$ cat src/rtl/xadc_pair_sequencer_pkg.sv
// Shared constants and state encoding for the XADC left/right pair sequencer.
package xadc_pkg;

    localparam logic [6:0] VAUX2_ADDR = 7'h12;
    localparam logic [6:0] VAUX3_ADDR = 7'h13;
    localparam int         DATA_SHIFT = 4;

    typedef enum logic [2:0] {
        IDLE,
        REQ_L,
        WAIT_L,
        REQ_R,
        WAIT_R,
        PUBLISH,
        ABORT
    } seq_state_e;

    // DRP status registers hold the 12-bit result left-justified in [15:4].
    function automatic logic [15:0] drp_to_code(input logic [15:0] drp_word);
        return drp_word >> DATA_SHIFT;
    endfunction

endpackage

$ cat src/rtl/xadc_pair_sequencer_if.sv
// DRP read port between the pair sequencer (master) and the XADC primitive (slave).
interface xadc_pair_sequencer_if;

    logic        drp_den;
    logic        drp_dwe;
    logic [6:0]  drp_daddr;
    logic        drp_drdy;
    logic [15:0] drp_do;

    modport master (
        output drp_den,
        output drp_dwe,
        output drp_daddr,
        input  drp_drdy,
        input  drp_do
    );

    modport slave (
        input  drp_den,
        input  drp_dwe,
        input  drp_daddr,
        output drp_drdy,
        output drp_do
    );

endinterface

$ cat src/rtl/xadc_pair_sequencer_sample_tick_gen.sv
// Free-running 0..SAMPLE_DIV-1 counter; tick marks the last count of each period.
module sample_tick_gen #(
    parameter int SAMPLE_DIV = 100000
) (
    input  logic CLK100MHZ,
    input  logic rst,
    output logic tick
);

    localparam int            CW   = $clog2(SAMPLE_DIV);
    localparam logic [CW-1:0] LAST = CW'(SAMPLE_DIV - 1);

    logic [CW-1:0] cnt_q;
    logic [CW-1:0] cnt_d;

    always_comb begin
        cnt_d = cnt_q + 1'b1;
        if (cnt_q == LAST) begin
            cnt_d = '0;
        end
    end

    always_ff @(posedge CLK100MHZ or posedge rst) begin
        if (rst) begin
            cnt_q <= '0;
        end else begin
            cnt_q <= cnt_d;
        end
    end

    assign tick = (cnt_q == LAST);

endmodule

$ cat src/rtl/xadc_pair_sequencer.sv
// Reads left then right XADC aux channels over DRP each sample tick and publishes them as a pair.
// state | meaning: IDLE wait tick, REQ_x den pulse, WAIT_x await drdy, PUBLISH pair valid, ABORT drdy timeout
module xadc_pair_sequencer
    import xadc_pkg::*;
#(
    parameter int         SAMPLE_DIV = 100000,
    parameter int         TIMEOUT    = 255,
    parameter logic [6:0] ADDR_L     = VAUX3_ADDR,
    parameter logic [6:0] ADDR_R     = VAUX2_ADDR
) (
    input  logic                        CLK100MHZ,
    input  logic                        rst,
    input  logic                        enable,
    xadc_pair_sequencer_if.master       drp,
    output logic [15:0]                 vauxp3,
    output logic [15:0]                 vauxp2,
    output logic                        sample_valid,
    output logic                        busy,
    output logic                        timeout_err,
    output logic [7:0]                  err_cnt
);

    localparam logic [7:0] TO_LOAD = 8'(TIMEOUT - 1);

    seq_state_e  state_q,  state_d;
    logic [7:0]  to_cnt_q, to_cnt_d;
    logic [15:0] left_q,   left_d;
    logic [15:0] vauxp3_q, vauxp3_d;
    logic [15:0] vauxp2_q, vauxp2_d;
    logic [7:0]  err_cnt_q, err_cnt_d;
    logic        tick;

    sample_tick_gen #(
        .SAMPLE_DIV (SAMPLE_DIV)
    ) u_tick (
        .CLK100MHZ (CLK100MHZ),
        .rst       (rst),
        .tick      (tick)
    );

    always_comb begin
        state_d       = state_q;
        to_cnt_d      = to_cnt_q;
        left_d        = left_q;
        vauxp3_d      = vauxp3_q;
        vauxp2_d      = vauxp2_q;
        err_cnt_d     = err_cnt_q;
        drp.drp_den   = 1'b0;
        drp.drp_daddr = 7'h00;
        sample_valid  = 1'b0;
        timeout_err   = 1'b0;

        case (state_q)
            IDLE: begin
                if (tick && enable) begin
                    state_d = REQ_L;
                end
            end
            REQ_L: begin
                drp.drp_den   = 1'b1;
                drp.drp_daddr = ADDR_L;
                to_cnt_d      = TO_LOAD;
                state_d       = WAIT_L;
            end
            WAIT_L: begin
                drp.drp_daddr = ADDR_L;
                if (drp.drp_drdy) begin
                    left_d  = drp_to_code(drp.drp_do);
                    state_d = REQ_R;
                end else if (to_cnt_q == 8'd0) begin
                    state_d = ABORT;
                end else begin
                    to_cnt_d = to_cnt_q - 1'b1;
                end
            end
            REQ_R: begin
                drp.drp_den   = 1'b1;
                drp.drp_daddr = ADDR_R;
                to_cnt_d      = TO_LOAD;
                state_d       = WAIT_R;
            end
            WAIT_R: begin
                drp.drp_daddr = ADDR_R;
                // Both outputs load together so the pair is already coherent while sample_valid is high.
                if (drp.drp_drdy) begin
                    vauxp3_d = left_q;
                    vauxp2_d = drp_to_code(drp.drp_do);
                    state_d  = PUBLISH;
                end else if (to_cnt_q == 8'd0) begin
                    state_d = ABORT;
                end else begin
                    to_cnt_d = to_cnt_q - 1'b1;
                end
            end
            PUBLISH: begin
                sample_valid = 1'b1;
                state_d      = IDLE;
            end
            ABORT: begin
                timeout_err = 1'b1;
                if (err_cnt_q != 8'hFF) begin
                    err_cnt_d = err_cnt_q + 1'b1;
                end
                state_d = IDLE;
            end
            default: begin
                state_d = IDLE;
            end
        endcase
    end

    always_ff @(posedge CLK100MHZ or posedge rst) begin
        if (rst) begin
            state_q   <= IDLE;
            to_cnt_q  <= '0;
            left_q    <= '0;
            vauxp3_q  <= '0;
            vauxp2_q  <= '0;
            err_cnt_q <= '0;
        end else begin
            state_q   <= state_d;
            to_cnt_q  <= to_cnt_d;
            left_q    <= left_d;
            vauxp3_q  <= vauxp3_d;
            vauxp2_q  <= vauxp2_d;
            err_cnt_q <= err_cnt_d;
        end
    end

    assign drp.drp_dwe = 1'b0;
    assign busy        = (state_q != IDLE);
    assign vauxp3      = vauxp3_q;
    assign vauxp2      = vauxp2_q;
    assign err_cnt     = err_cnt_q;

endmodule

$ cat src/flat_wrapper.sv
// flat-port wrapper written by rule: the top's interface ports become plain ports
module xadc_pair_sequencer_flat import xadc_pkg::*;
#(
    parameter int         SAMPLE_DIV = 100000,
    parameter int         TIMEOUT    = 255,
    parameter logic [6:0] ADDR_L     = VAUX3_ADDR,
    parameter logic [6:0] ADDR_R     = VAUX2_ADDR
)
  (CLK100MHZ, rst, enable, vauxp3, vauxp2, sample_valid, busy, timeout_err, err_cnt, drp_drp_den, drp_drp_dwe, drp_drp_daddr, drp_drp_drdy, drp_drp_do);
  xadc_pair_sequencer_if drp_i ();
  input  logic CLK100MHZ;
  input  logic rst;
  input  logic enable;
  output logic [15:0] vauxp3;
  output logic [15:0] vauxp2;
  output logic sample_valid;
  output logic busy;
  output logic timeout_err;
  output logic [7:0] err_cnt;
  output wire logic [$bits(drp_i.drp_den)-1:0] drp_drp_den;
  output wire logic [$bits(drp_i.drp_dwe)-1:0] drp_drp_dwe;
  output wire logic [$bits(drp_i.drp_daddr)-1:0] drp_drp_daddr;
  input wire logic [$bits(drp_i.drp_drdy)-1:0] drp_drp_drdy;
  input wire logic [$bits(drp_i.drp_do)-1:0] drp_drp_do;
  assign drp_drp_den = drp_i.drp_den;
  assign drp_drp_dwe = drp_i.drp_dwe;
  assign drp_drp_daddr = drp_i.drp_daddr;
  assign drp_i.drp_drdy = drp_drp_drdy;
  assign drp_i.drp_do = drp_drp_do;
  xadc_pair_sequencer #(.SAMPLE_DIV(SAMPLE_DIV), .TIMEOUT(TIMEOUT), .ADDR_L(ADDR_L), .ADDR_R(ADDR_R)) u_core (.CLK100MHZ(CLK100MHZ), .rst(rst), .enable(enable), .drp(drp_i), .vauxp3(vauxp3), .vauxp2(vauxp2), .sample_valid(sample_valid), .busy(busy), .timeout_err(timeout_err), .err_cnt(err_cnt));
endmodule
$ cat config.mk
export PLATFORM = sky130hd
export DESIGN_NAME = xadc_pair_sequencer_flat
export DESIGN_NICKNAME = d
export VERILOG_FILES = /design/src/rtl/xadc_pair_sequencer_pkg.sv /design/src/rtl/xadc_pair_sequencer_if.sv /design/src/rtl/xadc_pair_sequencer_sample_tick_gen.sv /design/src/rtl/xadc_pair_sequencer.sv /design/src/flat_wrapper.sv
export SDC_FILE = /design/constraint.sdc
export NUM_CORES = 1
export LEC_CHECK = 0
export ABC_AREA = 1
export CORE_MARGIN = 2
export CORE_UTILIZATION = 47
export CTS_BUF_LIST = sky130_fd_sc_hd__clkbuf_4 sky130_fd_sc_hd__clkbuf_8 sky130_fd_sc_hd__clkbuf_16
export DETAILED_ROUTE_END_ITERATION = 16
export PLACE_DENSITY = 0.79
export SLEW_MARGIN = 20
export SYNTH_ARGS = -nofsm -noshare
export SYNTH_HDL_FRONTEND = slang
export SYNTH_SLANG_ARGS = --single-unit
$ cat constraint.sdc
create_clock -name CLK100MHZ -period 2.2 [get_ports CLK100MHZ]
set_input_delay 0.55 -clock CLK100MHZ [delete_from_list [all_inputs] [get_ports CLK100MHZ]]
set_output_delay 0.55 -clock CLK100MHZ [all_outputs]
set_load 0.01 [all_outputs]
==> impl_results.md <==
* Outcome: finished clean
* RSZ-0062 raised after global routing: no
* Top cells by area, synth: dfrtp_1, nand2_1, inv_1
* Largest net degree at the start of global routing at 30
* Post-synth top area share at 0.496
* Multi-input gate area at 1560 um2
* FF+latch count, synth at 72
* Antenna Violating Nets Remaining at 0
* Met1 Track Usage GR at 0.225
* Worst hold slack at 0.467 ns
* Leading area contributor after synthesis: dfrtp_1
* Fillers at 667
* CTS Buffer Depth at 2
* CP endpoint kind: output pin
* Grt ovf at 0
* Final setup viols at 0
* Hold Crit Class: reg2reg
* GPL Wtd Cong at roughly 0.9
* Minimum clock period at 2.06 ns
* FF/Latch Area at between 1500 and 2000 um2
* Distinct cell type count after synthesis at 28
* Async set or reset register ratio after synthesis at 1.00
* Post-route insts no fill at 593
* H-tree level count at 3
* Net Sw Frac at 0.367
* Residual DRC at 0
* Yosys warns at 0
* Syn Std Cell Area at 3630 um2
* DR iter-0 viols at 144
* Synth-to-Final Area Change at 24.7%
* DR vias at 2835
* CP max stage cell: dfrtp_2
* Hpwl dp at just over 5000 um
* Mean post-synth cell area at 8.71 um2
* Sequential Power Share at 0.381
* Final worst slack at 0.140 ns
* Total GRT Usage at 0.178
* CP Data Arrival Time at 1.51 ns
* Routed WL at 7070 um
* Start point of the critical path: u_core.state_q[0]
* Clock latency on the worst-skew pair at 0.35 ns
* Dpl ws at 0.156 ns
* Critical-path maximum fanout at 5
* Cell-internal power at 3460 uW
* Met2 Use GR at 0.298
* Port-buffer cells at 54
* Die area at roughly 8500 um2
* R2R Path Start: u_core.u_tick.cnt_q[0]
* Syn Inst Count at 417
* Crit path required time at 1.65 ns
* Clock share of power at 0.195
* Row count at 32
* Final Hold Viols at 0
* Root buffer cell: clkbuf_8
* WS Path Type: reg2out
* EDFF count, synth at 0
* Max Transition Viols Final at 0
* Clock sinks at 72
* CTS Hold Bufs at 0
* Slowest cell delay on critical path at 0.44 ns
* Post-synth top cells: nand2_1, dfrtp_1, inv_1
* Final period utilization at 0.937
* Core footprint at 7610 um2
* Net switching power at 2010 uW
* Antenna fix cells at 0
* Top cell by count, worst path: nand2_4
* Layout cell share with drive strength beyond 1 at 0.122
* GRT Max-Usage Layer: met2
* FMAX at between 0.4 and 0.5 GHz
* Most numerous cell in the Yosys netlist: nand2_1
* Die height at 91.9 um
* CTS Buf Count at 9
* TritonRoute pass-1 iters at 4
* Net total in the final layout at ~500
* Skew final at 0.0113 ns
* Initial Util at 0.478
* Comb pwr share at 0.423
* Inst Count DP at between 500 and 600
* Number of global-route vias before repair at 2712
* Vias per cell at ~4.8
* DR WL/cell at roughly 12 um
* I/O Pins at 72
* CTS tree: done
* Worst setup SP type: register
* Synth Flop Type: dfrtp_1
* Global-route wire length before repair at 12100 um
* Chip width at 91.9 um
* Min-delay src: u_core.u_tick.cnt_q[0]
* Met3 Usage GRT at 0.0518
* Leak at 0.00222 uW
* Sequential area share after synthesis at 0.496
* Initial antenna violation count at 0
* Worst vdd ir at 0.480 mV
* Maxcap violations at 0
* Pwr dens at 1210 nW/um2
* Worst path cell trace: buf_4 -> nor2_2 -> nand2_4 -> nand2_4 -> inv_1 -> nand2_1 -> clkbuf_2
* Reg clk slew, reported paths at 0.07 ns
repair_timing:
| item | in CTS | in global routing |
|---|---|---|
| setup endpoints to repair | 6 | 4 |
| cloned | 0 | 0 |
| buffers inserted | 4 | 0 |
| gates resized for setup | 8 | 8 |
power groups by stage:
stage               registers, uW  logic, uW  clock network (uW)
floorplan                    2150       1320                   0
global placement             2070       2260                   0
detailed placement           2110       2320                   0
CTS                          2070       2350                1090
global route                 2140       2580                1140
finish                       2080       2320                1070
cell families (layout without fill, tap and decap cells):
family | Yosys count | count (layout) | synth area share
xor gates and xnor gates | 12 | 12 | 0.0289
buffers and inverters | 67 | 129 | 0.0913
and+or+nand+nor | 225 | 225 | 0.278
DFF | 72 | 72 | 0.496
muxes | 24 | 24 | 0.0744
AOI/OAI and AO/OA | 12 | 12 | 0.0172
other | 1 | 13 | 0.00103
adders and majority gates | 4 | 4 | 0.0138
layout by cell type (no fill, tap or decap), drive strengths merged:
| cell type | count |
|---|---|
| nand2 | 133 |
| dfrtp | 72 |
| nor2 | 50 |
| inv | 48 |
| clkdlybuf4s50 | 47 |
| mux2 | 24 |
| nand3 | 21 |
| conb | 13 |
| clkbuf | 12 |
| xor2 | 11 |
| buf | 11 |
| nand4 | 9 |
| o21ai | 8 |
| nor3 | 7 |
| nand3b | 4 |
| clkinvlp | 4 |
| ha | 4 |
| a21oi | 3 |
| dlygate4sd2 | 3 |
| dlymetal6s2s | 2 |
| and2 | 1 |
| o21bai | 1 |
| xnor2 | 1 |
| bufinv | 1 |
| clkinv | 1 |
through the flow:
step,cell area (um2),total power (uW),TNS [ns],utilization
final,4530,5470,0,0.596
after global placement,4290,4330,0,0.564
after CTS,4530,5510,-0.0309,0.595
after floorplan,3680,3470,0,-
after detailed placement,4290,4430,0,0.564
after global routing,4530,5870,0,0.596
sequential cells by signal (all words and copies together), names as in the netlist:
| register | cells |
|---|---|
| u_core.vauxp3 | 12 |
| u_core.vauxp2 | 12 |
| u_core.left_q | 12 |
| u_core.state_q | 3 |
| u_core.to_cnt_q | 8 |
| u_core.u_tick.cnt_q | 17 |
| u_core.err_cnt | 8 |
layout make-up:
cell class              count  area share
flip-flops and latches     72       0.398
multi-input cells         290       0.344
repair buffers             65       0.144
inverters                  48      0.0406
clock buffers              10      0.0304
well taps                 102      0.0282
clock inverters             6      0.0146
routing by layer:
| metal | share of wire | up-vias |
|---|---|---|
| met2 | 0.48 | 86 |
| met3 | 0.058 | 7 |
| li1 | - | 1413 |
| met1 | 0.45 | 1329 |
| met5 | 0 | - |
| met4 | 0.011 | 0 |
path summary, 6_finish.rpt:
check / end / slack (ns) / depth (start not counted)
setup reg to reg: u_core.u_tick.cnt_q[5] / 0.63 / 8
min in group asynchronous: u_core.err_cnt[4] / 0.56 / 2
hold / removal: u_core.u_tick.cnt_q[0] / 0.47 / 1
max in group asynchronous: u_core.u_tick.cnt_q[5] / 1.18 / 3
setup / recovery: drp_drp_daddr[1] / 0.14 / 7
hold reg to reg: u_core.u_tick.cnt_q[0] / 0.47 / 1
critical path, delay by kind of cell, from the launching register on:
kind | cells | cell delay (ns)
flip-flops | 1 | 0.44
AND/OR/NAND/NOR | 4 | 0.40
buffers and inverters | 3 | 0.33
Note: power is estimated with default switching activity, not from simulation.
